### src/rtl/uart_pkg.sv
// Shared definitions for the framed UART receiver: character-FSM state
// encoding, the default bit period and a counter-width helper.
// Optional parity checking is enabled with UART_FRAME_RX_PARITY_EN.
package uart_pkg;

  typedef enum logic [2:0] {
    IDLE,
    START,
    DATA,
    PARITY,
    STOP,
    WAIT_HIGH
  } state_t;

  // 50 MHz system clock at 9600 baud
  localparam int DEFAULT_CLKS_PER_BIT = 5208;

  // Width of a counter that runs 0 .. n-1 (n = TIMEOUT_BITS*CLKS_PER_BIT)
  function automatic int cnt_width(input int n);
    return (n > 1) ? $clog2(n) : 1;
  endfunction

endpackage

### src/rtl/uart_bit_sampler.sv
// Character receiver: 2-flop rx synchroniser plus start/data/stop FSM.
// Produces a registered byte strobe/data and framing-error pulse, and
// combinational per-cycle events that the frame assembler consumes.
// With UART_FRAME_RX_PARITY_EN an even-parity bit follows the data bits.
//
// state     | meaning
// IDLE      | line idle, waiting for a low level
// START     | timing to mid start bit, rejects glitches
// DATA      | sampling data bits mid-bit, LSB first
// PARITY    | sampling the parity bit (parity build only)
// STOP      | sampling the stop bit
// WAIT_HIGH | after a bad character, wait for the line to return high
module uart_bit_sampler
  import uart_pkg::*;
#(
  parameter int CLKS_PER_BIT = DEFAULT_CLKS_PER_BIT,
  parameter int DATA_BITS    = 8
) (
  input  logic                 clock,
  input  logic                 reset,
  input  logic                 rx,
  output logic                 byte_valid,
  output logic [DATA_BITS-1:0] byte_data,
  output logic                 framing_error,
  output logic                 busy,
  output logic                 idle,
  output logic                 start_det,
  output logic                 char_done,
  output logic                 char_bad,
  output logic [DATA_BITS-1:0] char_data
);

  localparam int CNT_W = (CLKS_PER_BIT > 1) ? $clog2(CLKS_PER_BIT) : 1;
  localparam int BIT_W = $clog2(DATA_BITS);
  localparam logic [CNT_W-1:0] HALF     = CNT_W'(CLKS_PER_BIT / 2);
  localparam logic [CNT_W-1:0] LAST     = CNT_W'(CLKS_PER_BIT - 1);
  localparam logic [BIT_W-1:0] LAST_BIT = BIT_W'(DATA_BITS - 1);

  logic                 rx_meta, rx_s;
  state_t               state, state_nxt;
  logic [CNT_W-1:0]     cnt, cnt_nxt;
  logic [BIT_W-1:0]     bit_idx, bit_nxt;
  logic [DATA_BITS-1:0] shreg, shreg_nxt;

`ifdef UART_FRAME_RX_PARITY_EN
  logic par_bad, par_bad_nxt;
`else
  logic par_bad;
  assign par_bad = 1'b0;
`endif

  assign busy      = (state == DATA) || (state == PARITY) || (state == STOP);
  assign idle      = (state == IDLE);
  assign char_data = shreg;

  // Synchroniser, preset to the idle-high line level
  always_ff @(posedge clock or posedge reset) begin
    if (reset) begin
      rx_meta <= 1'b1;
      rx_s    <= 1'b1;
    end else begin
      rx_meta <= rx;
      rx_s    <= rx_meta;
    end
  end

  // Next-state, counters and per-character events
  always_comb begin
    state_nxt = state;
    cnt_nxt   = cnt + CNT_W'(1);
    bit_nxt   = bit_idx;
    shreg_nxt = shreg;
    start_det = 1'b0;
    char_done = 1'b0;
    char_bad  = 1'b0;
`ifdef UART_FRAME_RX_PARITY_EN
    par_bad_nxt = par_bad;
`endif
    case (state)
      IDLE: begin
        cnt_nxt = '0;
        if (!rx_s) begin
          start_det = 1'b1;
          state_nxt = START;
        end
      end
      START: begin
        if (cnt == HALF) begin
          cnt_nxt   = '0;
          bit_nxt   = '0;
          state_nxt = rx_s ? IDLE : DATA;
`ifdef UART_FRAME_RX_PARITY_EN
          par_bad_nxt = 1'b0;
`endif
        end
      end
      DATA: begin
        if (cnt == LAST) begin
          cnt_nxt   = '0;
          shreg_nxt = {rx_s, shreg[DATA_BITS-1:1]};
          bit_nxt   = bit_idx + BIT_W'(1);
          if (bit_idx == LAST_BIT) begin
`ifdef UART_FRAME_RX_PARITY_EN
            state_nxt = PARITY;
`else
            state_nxt = STOP;
`endif
          end
        end
      end
`ifdef UART_FRAME_RX_PARITY_EN
      PARITY: begin
        if (cnt == LAST) begin
          cnt_nxt   = '0;
          state_nxt = STOP;
          // even parity: data plus parity bit must hold an even number of ones
          if (^{rx_s, shreg}) begin
            par_bad_nxt = 1'b1;
            char_bad    = 1'b1;
          end
        end
      end
`endif
      STOP: begin
        if (cnt == LAST) begin
          cnt_nxt = '0;
          if (par_bad) begin
            state_nxt = WAIT_HIGH;
          end else if (rx_s) begin
            char_done = 1'b1;
            state_nxt = IDLE;
          end else begin
            char_bad  = 1'b1;
            state_nxt = WAIT_HIGH;
          end
        end
      end
      WAIT_HIGH: begin
        cnt_nxt = '0;
        if (rx_s) state_nxt = IDLE;
      end
      default: begin
        cnt_nxt   = '0;
        state_nxt = IDLE;
      end
    endcase
  end

  // State register and registered character outputs
  always_ff @(posedge clock or posedge reset) begin
    if (reset) begin
      state         <= IDLE;
      cnt           <= '0;
      bit_idx       <= '0;
      shreg         <= '0;
      byte_valid    <= 1'b0;
      byte_data     <= '0;
      framing_error <= 1'b0;
`ifdef UART_FRAME_RX_PARITY_EN
      par_bad       <= 1'b0;
`endif
    end else begin
      state         <= state_nxt;
      cnt           <= cnt_nxt;
      bit_idx       <= bit_nxt;
      shreg         <= shreg_nxt;
      byte_valid    <= char_done;
      framing_error <= char_bad;
      if (char_done) byte_data <= shreg;
`ifdef UART_FRAME_RX_PARITY_EN
      par_bad       <= par_bad_nxt;
`endif
    end
  end

endmodule

### src/rtl/uart_frame_rx.sv
// Framed UART receiver top: assembles FRAME_BYTES characters into one
// command frame (first character in the most-significant slot) and drops
// a partial frame after TIMEOUT_BITS idle bit-times.
// Optional parity checking is enabled with UART_FRAME_RX_PARITY_EN.
module uart_frame_rx
  import uart_pkg::*;
#(
  parameter int CLKS_PER_BIT = DEFAULT_CLKS_PER_BIT,
  parameter int DATA_BITS    = 8,
  parameter int FRAME_BYTES  = 2,
  parameter int TIMEOUT_BITS = 20
) (
  input  logic                             clock,
  input  logic                             reset,
  input  logic                             rx,
  output logic                             byteValid,
  output logic [DATA_BITS-1:0]             byteData,
  output logic                             frameValid,
  output logic [FRAME_BYTES*DATA_BITS-1:0] frameData,
  output logic                             framingError,
  output logic                             timeoutError,
  output logic                             busy
);

  localparam int FRAME_W = FRAME_BYTES * DATA_BITS;
  localparam int IDX_W   = (FRAME_BYTES > 1) ? $clog2(FRAME_BYTES) : 1;
  localparam int TOUT    = TIMEOUT_BITS * CLKS_PER_BIT;
  localparam int TCNT_W  = cnt_width(TOUT);
  localparam logic [IDX_W-1:0]  LAST_IDX  = IDX_W'(FRAME_BYTES - 1);
  localparam logic [TCNT_W-1:0] TOUT_LAST = TCNT_W'(TOUT - 1);

  logic                 smp_idle, start_det, char_done, char_bad;
  logic [DATA_BITS-1:0] char_data;
  logic [IDX_W-1:0]     idx;
  logic [TCNT_W-1:0]    tcnt;
  logic [FRAME_W-1:0]   shadow, frame_next;
  logic                 timeout_hit;

  uart_bit_sampler #(
    .CLKS_PER_BIT (CLKS_PER_BIT),
    .DATA_BITS    (DATA_BITS)
  ) u_sampler (
    .clock         (clock),
    .reset         (reset),
    .rx            (rx),
    .byte_valid    (byteValid),
    .byte_data     (byteData),
    .framing_error (framingError),
    .busy          (busy),
    .idle          (smp_idle),
    .start_det     (start_det),
    .char_done     (char_done),
    .char_bad      (char_bad),
    .char_data     (char_data)
  );

  // Timeout wins over a start edge in the same cycle: the new character
  // then lands in slot 0 of a fresh frame.
  assign timeout_hit = smp_idle && (idx != '0) && (tcnt == TOUT_LAST);

  // Shadow frame with the incoming character dropped into its slot
  always_comb begin
    frame_next = shadow;
    for (int b = 0; b < FRAME_BYTES; b++) begin
      if (idx == IDX_W'(FRAME_BYTES - 1 - b))
        frame_next[b*DATA_BITS +: DATA_BITS] = char_data;
    end
  end

  // Frame index, shadow assembly and frame/timeout strobes
  always_ff @(posedge clock or posedge reset) begin
    if (reset) begin
      idx          <= '0;
      shadow       <= '0;
      frameData    <= '0;
      frameValid   <= 1'b0;
      timeoutError <= 1'b0;
    end else begin
      frameValid   <= 1'b0;
      timeoutError <= 1'b0;
      if (char_bad) begin
        idx <= '0;
      end else if (char_done) begin
        shadow <= frame_next;
        if (idx == LAST_IDX) begin
          idx        <= '0;
          frameData  <= frame_next;
          frameValid <= 1'b1;
        end else begin
          idx <= idx + IDX_W'(1);
        end
      end else if (timeout_hit) begin
        idx          <= '0;
        timeoutError <= 1'b1;
      end
    end
  end

  // Inter-character idle timer, only runs with a partial frame pending
  always_ff @(posedge clock or posedge reset) begin
    if (reset) begin
      tcnt <= '0;
    end else if (timeout_hit || start_det) begin
      tcnt <= '0;
    end else if (smp_idle && (idx != '0)) begin
      tcnt <= tcnt + TCNT_W'(1);
    end
  end

endmodule
### config.mk
export PLATFORM = sky130hd
export DESIGN_NAME = uart_frame_rx
export DESIGN_NICKNAME = d
export VERILOG_FILES = /design/src/rtl/uart_pkg.sv /design/src/rtl/uart_bit_sampler.sv /design/src/rtl/uart_frame_rx.sv
export SDC_FILE = /design/constraint.sdc
export NUM_CORES = 1
export LEC_CHECK = 0
export ABC_AREA = 1
export BUFFER_PORTS_ARGS = -buffer_cell sky130_fd_sc_hd__buf_2
export CAP_MARGIN = 30
export CORE_AREA = 2 2 84 86
export DETAILED_ROUTE_END_ITERATION = 12
export DIE_AREA = 0 0 86 88
export PLACE_DENSITY_LB_ADDON = 0.08
export SYNTH_ARGS = -nofsm -noshare
export SYNTH_HDL_FRONTEND = slang
export SYNTH_SLANG_ARGS = --single-unit
### constraint.sdc
create_clock -name clock -period 4.4 [get_ports clock]
set_input_delay 0.44 -clock clock [delete_from_list [all_inputs] [get_ports clock]]
set_output_delay 0.44 -clock clock [all_outputs]
set_load 0.02 [all_outputs]
# --- After elaboration in Yosys (flattened, before gate mapping) ---
# Cells that the tools add are included.
# W data, S select, Z words.
op_classes:
  reduce_logical: 15
  addsub: 4
  eq_ne: 15
  bitwise: 1
  mux: 36
ops:
  columns: ["op", "count"]
  rows:
  - ["$mux W17", 2]
  - ["$mux W3", 9]
  - ["$mux W13", 2]
  - ["$pmux W13 S2", 1]
  - ["$add A17 B1 Y17 const B", 1]
  - ["$eq A17 B17 Y1 const B", 1]
  - ["$mux W1", 17]
  - ["$mux W8", 2]
  - ["$pmux W3 S5", 1]
  - ["$add A13 B1 Y13 const B", 1]
  - ["$eq A13 B12 Y1 const B", 1]
  - ["$eq A13 B13 Y1 const B", 1]
  - ["$eq A3 B3 Y1 const B", 3]
  - ["$ne A2 B2 Y1 const B", 4]
  - ["$eq A3 B2 Y1 const B", 2]
  - ["$pmux W3 S2", 1]
  - ["$reduce_and A3 Y1", 2]
  - ["$reduce_and A6 Y1", 1]
  - ["$ne A2 B1 Y1 const B", 2]
  - ["$reduce_and A2 Y1", 2]
  - ["$reduce_bool A2 Y1", 2]
  - ["$add A3 B1 Y3 const B", 1]
  - ["$eq A3 B1 Y1 const B", 1]
  - ["$logic_not A3 Y1", 1]
  - ["7 further kinds", 10]
totals:
  input_bits: 3
  register_bits: 91
  word_cells: 86
  out_inout_bits: 29

# --- Depth between registers and ports, before layout ---
# Gate-level depths: netlist of the first run.
depth:
  ltp_word: 6
  depth_mapped: 10
  ltp_nobuf: 10

# --- Hierarchy ---
# From an unflattened synthesis of the first run, not the netlist that was laid out.
unflattened:
  cells_unflattened: 491
  hier_area_um2: 4013.8
by_module_without_submodules:
  columns: ["module", "instances", "cells_each", "area_per_inst_um2", "seq_area_each_um2"]
  rows:
  - ["uart_frame_rx", 1, 255, 2054.5, 1101.1]
  - ["uart_bit_sampler", 1, 236, 1959.4, 978.4]

# --- Worst setup path before layout of the first run ---
# OpenSTA, ideal clock, no wires.
synth_timing:
  kind: "reg-to-reg"
  start: "register u_sampler.cnt[0]"
  end: "register u_sampler.cnt[10]"
  n_path_buf: 1
  arrival_ps: 1447
  required_time_ps: 4279
  period_less_slack_ps: 1568
  path_slack_ps: 2832
  path_stages_with_launch: 10
  setup_ps: 121
  path_cell_list: "dfrtp_1 -> ha_1 -> nand2_1 -> nor2_4 -> nand3_4 -> nand2_2 -> nand2_4 -> a21oi_4 -> buf_6 -> nor2_2"
synth_between:
  elab_chain_len: 3
  elab_cells_between_ends: 6
  classes_between: "1 x add/sub; 2 x eq/ne; 3 x mux"
synth_lines:
  columns: ["element", "line_no", "rtl"]
  rows:
  - ["from (decl)", "uart_bit_sampler.sv:41", "logic [CNT_W-1:0] cnt, cnt_nxt;"]
  - ["from (signal assigned)", "uart_bit_sampler.sv:164", "cnt <= cnt_nxt;"]
  - ["$add A13 B1 Y13, or another cell as far along", "uart_bit_sampler.sv:70", "cnt_nxt = cnt + CNT_W'(1);"]
  - ["$mux W13, on equally long branches", "uart_bit_sampler.sv:98, uart_bit_sampler.sv:125, uart_bit_sampler.sv:88", null]
  - ["$pmux W13 S2 (*)", "uart_bit_sampler.sv:79", "case (state)"]
  - ["net u_sampler.cnt_nxt[10]", "uart_bit_sampler.sv:41", null]
# Mark *: on every way through the listed nets, which the timed path passes. The rest lies on a longest branch.
# A chain may end at the register's enable or synchronous reset.

# --- Worst setup path in the final report of the first run ---
layout_timing:
  start: "register u_sampler.state[0]"
  end: "output port busy"
layout_between:
  elab_chain_len: 3
  elab_cells_between_ends: 5
  classes_between: "3 x eq/ne; 2 x reduce/logical"
layout_lines:
  columns: ["element", "line_no", "rtl"]
  rows:
  - ["from (decl)", "uart_bit_sampler.sv:40", "state_t state, state_nxt;"]
  - ["from (signal assigned)", "uart_bit_sampler.sv:163", "state <= state_nxt;"]
  - ["$eq A3 B2 Y1", "uart_bit_sampler.sv:52", "assign busy = (state == DATA) || (state == PARITY) || (state == STOP);"]
  - ["$logic_or A1 B1 Y1", "uart_bit_sampler.sv:52", null]
  - ["$logic_or A1 B1 Y1 (*)", "uart_bit_sampler.sv:52", null]
  - ["to (decl)", "uart_frame_rx.sv:22", "output logic busy"]
# Every way passes the cells marked *; elsewhere a longest branch is shown, timed or not.

==> results of run 1 <==
-- power groups by stage --
stage | registers [mW] | logic [mW] | clock network (mW)
6_report | 0.766 | 0.0175 | 0.520
2_1_floorplan | 0.779 | 0.0143 | 0
5_1_grt | 0.766 | 0.0214 | 0.559
3_3_place_gp | 0.781 | 0.0187 | 0
4_1_cts | 0.766 | 0.0189 | 0.532
3_5_place_dp | 0.781 | 0.0189 | 0
-- layer usage --
layer	wire length (um)	vias up
met5	0	-
met4	121	0
met3	252	11
met2	3690	54
met1	3590	1437
li1	-	1576
-- flip-flops by register name, indices dropped and copies added, names as in the netlist, 3 cells and up --
| name | count |
|---|---|
| u_sampler.char_data | 8 |
| shadow | 8 |
| u_sampler.bit_idx | 3 |
| u_sampler.state | 3 |
| u_sampler.byte_data | 8 |
| frameData | 16 |
| tcnt | 17 |
| u_sampler.cnt | 13 |
-- kinds of logic after synthesis --
kind of cell,Yosys count
xor+xnor,12
fa+ha+maj,5
simple gates,233
flops,83
compound gates,70
buf+inv,74
mux,1
-- layout make-up --
| cell class | count | share of cell area |
|---|---|---|
| Tap cell | 80 | 0.0224 |
| Timing Repair Buffer | 32 | 0.0363 |
| Clock inverter | 7 | 0.0134 |
| Multi-Input combinational cell | 321 | 0.382 |
| Sequential cell | 83 | 0.465 |
| Inverter | 64 | 0.0539 |
| Clock buffer | 9 | 0.0277 |
-- final timing paths --
path | to
hold / removal | tcnt[7]
min in group clock | u_sampler.rx_meta
setup / recovery | busy
setup reg to reg | u_sampler.cnt[12]
max in group asynchronous | shadow[11]
hold reg to reg | u_sampler.rx_s
-- cell usage after synthesis, drive strengths merged --
cell type  count
nor3          13
dfrtp         81
nand2        135
nand4          4
mux2i          1
inv           64
a21oi          4
o211ai         1
buf            9
ha             5
o22ai          2
xor2          12
dfstp          2
clkbuf         1
nand3         25
o21ai         59
and3           1
o21bai         4
nor3b          2
nor2          53
==> impl_results.md, run 1 <==
- Status: finished, final reports clean
- WP depth: 4
- Setup ws final: 2.41 ns
- Switching share of power: 0.248
- Worst-path fanout max: 5
- Core ar.: 6640 um2
- Multi-input logic area: 1710 um2
- Max Slew Vio Count: 0
- Seq/Total Area, Yosys: 0.505
- GRT met2 Usage: 0.353
- Post-synthesis mux area share: 0.00243
- Hold_buf cts: 0
- CTS sink cnt: 83
- Gr busiest metal: met2
- Most frequent cells in the layout: 128 x nand2_1, 81 x dfrtp_1, 56 x inv_1
- Remaining Overflow, GRT: 0
- Type of element launching the critical path: register
- All-Layer GR Usage: 0.219
- Worst r2r src: u_sampler.cnt[0]
- FMAX: 502 MHz
- Adder-cell share of the synthesized area: 0.0152
- Worst slew pin tran: 0.651 ns
- Cts bufs inserted: 9
- Clock Power Share: 0.399
- Pwr Density: 291 nW/um2
- Sequential cell area: 2080 um2
- Gp weighted congestion: 0.934
- Post-DP HPWL: 5510 um
- Number of synthesized register bits: 83
- Final non-filler cell total: 596
- Fillers: 536
- Die area: 7570 um2
- Yosys top cell area share: 0.493
- Via Count: 3078
- H-Tree Depth: 3
- TNS Setup: 0 ns
- Leakage Power: 2.15 nW
- Reg clk slew, reported paths: 0.10 ns
- DP Area: 4290 um2
- Syn Area/Cell: 8.61 um2
- CP max stage delay: 0.44 ns
- Routed WL: 7660 um
- CP arrival: 1.55 ns
- RSZ-0062 raised after global routing: no
- Worst Setup SP: u_sampler.state[0]
- Synth warnings: 0
- Global-route wire length before repair: 12900 um
- Clk_lat worst skew: 0.36 ns
- Ranking of synthesized cells by area: dfrtp_1 49%, nand2_1 12%, inv_1 5.2%
- Root Driver: clkbuf_8
- DP Worst Slack: 2.56 ns
- Vias per cell: 5.16
- Cell count after synthesis: 478
- Reg2reg path depth: 8
- Worst VDD drop: 0.208 mV
- Synth Area in Compound Gates: 0.106
- HP Class: in2async
- # nets final: 519
- Syn nets: 486
- Synth Area in XOR/XNOR: 0.0255
- CP cell instances: nor2_1 > nand2_1 > o21ai_0 > buf_2
- Largest family of logic cells by synthesized area: simple AND/OR/NAND/NOR gates
- Internal power: 981 uW
- DP Cell Count: 580
- CP bufs+invs: 1
- Ant. Diodes: 0
- Chip Width: 86 um
- Cell variety after synth: 32
- Count of final hold-check violations: 0
- PostCTS Resize Cnt: 0
- Remaining antenna violation count: 0
- CP Capture Type: primary output
- Initial antenna violation count: 0
- TritonCTS clock tree: yes
- Vias in the first global route: 2858
- Core Util, Final: 0.674
- Met3 usage in global routing: 0.0415
- Post-CTS Repair Setup Buffers: 0
- Combinational share of power: 0.013
- Synth area leader: dfrtp_1
- Worst path slowest cell: dfrtp_1
- Area grow syn2layout: 8.79%
- Met1 Use GR: 0.295
- Drt initial violations: 135
- Clock Skew: 0.0102 ns
- Min cycle time layout: 1.99 ns
- Required time of the worst setup path: 3.96 ns
- Pwr Total: 1.30 mW
- Max-cap viol count: 0
- Largest net degree at the start of global routing: 51
- Initial Util: 0.619
- Worst hold slack: 0.111 ns
- Max clock buf depth: 2
- Share of cells above drive strength 1: 0.207
- Sequential Power Share: 0.587
- Final Cell Area: 4480 um2
- # IOs: 32
- R2R setup slack: 2.54 ns
- DRC Markers: 0
- CP top delay family: flip-flops
- Port Buffers: 31
- Site row count: 30
- DR WL/cell: 12.8 um
- Drt pass-1 iters: 5
- NetSw: 323 uW
- Kind of critical path: reg2out
- Mapped Area: 4120 um2
- Final setup violation count: 0
- Final period utilization: 0.452
- Max_slew headroom: 0.566
- Die height: 88 um
- Commonest non-fill, non-tap cell in the layout: nand2_1
- Post-synthesis simple-gate area fraction: 0.266
Note: power is estimated with default switching activity, not from simulation.
==> run 2: changes to the inputs <==
--- a/config.mk
+++ b/config.mk
@@ -8,9 +8,9 @@
 export ABC_AREA = 1
 export BUFFER_PORTS_ARGS = -buffer_cell sky130_fd_sc_hd__buf_2
 export CAP_MARGIN = 30
-export CORE_AREA = 2 2 84 86
+export CORE_AREA = 2 2 91 93
 export DETAILED_ROUTE_END_ITERATION = 12
-export DIE_AREA = 0 0 86 88
+export DIE_AREA = 0 0 93 95
 export PLACE_DENSITY_LB_ADDON = 0.08
 export SYNTH_ARGS = -nofsm -noshare
 export SYNTH_HDL_FRONTEND = slang
==> constraint.sdc (replaced) <==
create_clock -name clock -period 1.7 [get_ports clock]
set_input_delay 0.17 -clock clock [delete_from_list [all_inputs] [get_ports clock]]
set_output_delay 0.17 -clock clock [all_outputs]
set_load 0.02 [all_outputs]
==> impl_results.md, run 2 (synthesis gave the netlist of run 1 again) <==
- Status: finished, final reports clean
- Vias per cell: 4.91
- Top routing layer in use: met4
- Max_slew headroom: 0.708
- # nets final: 543
- Most frequent cells in the layout: 115 x nand2_1, 80 x dfrtp_1, 53 x inv_1
- Share of cells above drive strength 1: 0.298
- Flip-flop count of the largest register after layout: 17
- Final period utilization: 0.975
- Remaining antenna violation count: 0
- WHS Path Cells: 0
- Cts bufs inserted: 9
- FF-to-FF End: u_sampler.cnt[3]
- Core Util, Final: 0.626
- Via Count: 3164
- Chip Width: 93 um
- Final setup violation count: 0
- Vias in the first global route: 2934
- Area grow syn2layout: 20.6%
- Root Driver: clkbuf_8
- Die height: 95 um
- Max Slew Vio Count: 0
- DP Cell Count: 615
- Kind of critical path: reg2reg
- Max clock buf depth: 2
- Reg clk slew, reported paths: 0.09 ns
- Ant. Diodes: 0
- HP Class: reg2reg
- Largest registers: tcnt (17), frameData (16), u_sampler.cnt (13)
- RSZ-0062 raised after global routing: yes
- Die area: 8840 um2
- Min cycle time layout: 1.66 ns
- DP Area: 4430 um2
- H-Tree Depth: 3
- Max-cap viol count: 0
- Required time of the worst setup path: 1.95 ns
- Clk_lat worst skew: 0.35 ns
- FMAX: 603 MHz
- Drt pass-1 iters: 4
- Leakage Power: 2.32 nW
- Initial antenna violation count: 0
- DRC Markers: 0
- TritonCTS clock tree: yes
- Commonest non-fill, non-tap cell in the layout: nand2_1
- CP arrival: 1.91 ns
- R2R setup slack: 0.04 ns
- M1 WL: 4220 um
- CP max stage delay: 0.38 ns
- All-Layer GR Usage: 0.195
- Largest net degree at the start of global routing: 84
- Metal3 WL: 203 um
- Clock Skew: 0.0152 ns
- CP cell instances: ha_2 > nand2_2 > nor2_4 > nand3_4 > buf_4 > a21oi_4 > clkbuf_16 > nor2_2
- Final non-filler cell total: 645
- Port Buffers: 31
- Type of element launching the critical path: register
- Remaining Overflow, GRT: 0
- # IOs: 32
- Metal2 WL: 3850 um
- Site row count: 33
- Sequential cell area: 2080 um2
- Worst-path fanout max: 6
- CP top delay family: flip-flops
- Hold EP: u_sampler.rx_s
- Hold Crit Start: u_sampler.rx_meta
- Routed WL: 8430 um
- CP bufs+invs: 2
- Gp weighted congestion: 0.839
- DR WL/cell: 13.1 um
- Drt initial violations: 118
- Biggest register: tcnt
- Worst VDD drop: 0.348 mV
- Global-route wire length before repair: 13500 um
- Worst path slowest cell: dfrtp_1
- TNS Setup: 0 ns
- CP Capture Type: register
- Final Cell Area: 4960 um2
- Worst slew pin tran: 0.439 ns
- Pwr Density: 711 nW/um2
- Reg2reg path depth: 8
- Initial Util: 0.519
- Worst r2r src: u_sampler.cnt[0]
- CTS sink cnt: 83
- Core ar.: 7930 um2
- Fillers: 732
- Post-DP HPWL: 5500 um
- Multi-input logic area: 1890 um2
- Count of final hold-check violations: 0
- Pwr Total: 3.53 mW
## run 2: cell count changes in the layout (fill, tap and decap cells not counted), moves of 3 or more
cell	before	now
nor2_1	35	29
buf_12	0	4
nand3_1	19	16
nand2_2	5	15
buf_4	1	14
inv_1	56	53
nand2_1	128	115
nand2_4	2	6
o21ai_1	14	10
nor2_4	6	10
o21ai_2	16	20
## run 2: where the power goes
group          internal [mW]  switching (mW)  total [mW]
combinational         0.0143          0.0524      0.0666
sequential              1.98        0.000998        1.98
clock                  0.705           0.779        1.48
total                   2.70           0.832        3.53
## run 2: metrics by stage
step                      hold WS (ns)  setup slack (ns)
after floorplan                  0.174             0.132
after global placement           0.277            0.0522
after CTS                        0.354           0.00622
final                            0.353            0.0427
after global routing             0.355           -0.0768
after detailed placement         0.279            0.0279
## run 2: layer usage
layer,GRT usage,vias up
li1,-,1625
met1,0.273,1484
met2,0.301,41
met3,0.0327,14
met4,0.0833,0
met5,0,-
## run 2: how the worst max path moves through the flow
stage	slack, ns	endpoint	cells past startpoint	from
after floorplan	0.13	u_sampler.cnt[10]	9	u_sampler.cnt[0]
after global placement	0.05	u_sampler.cnt[9]	11	u_sampler.cnt[0]
after detailed placement	0.03	u_sampler.cnt[11]	11	u_sampler.cnt[0]
after CTS	0.006	busy	4	u_sampler.state[0]
after global routing	-0.08	shadow[9]	10	u_sampler.cnt[0]
final	0.04	u_sampler.cnt[3]	8	u_sampler.cnt[0]
## run 2: final cells by class
cell class	count	share of cell area
timing repair buffer	53	0.0812
multi-input combinational	324	0.381
inverter	64	0.0497
tap	105	0.0265
clock buffer	9	0.0250
sequential	83	0.419
clock inverter	7	0.0169
## run 2: timing repair
action | in CTS | in global routing
pin swaps | 0 | 16
setup endpoints to repair | 2 | 71
buffers inserted | 0 | 8
hold buffers | 2 | 0
hold endpoints to repair | 82 | 0
gates cloned | 0 | 4
resized for setup | 2 | 45
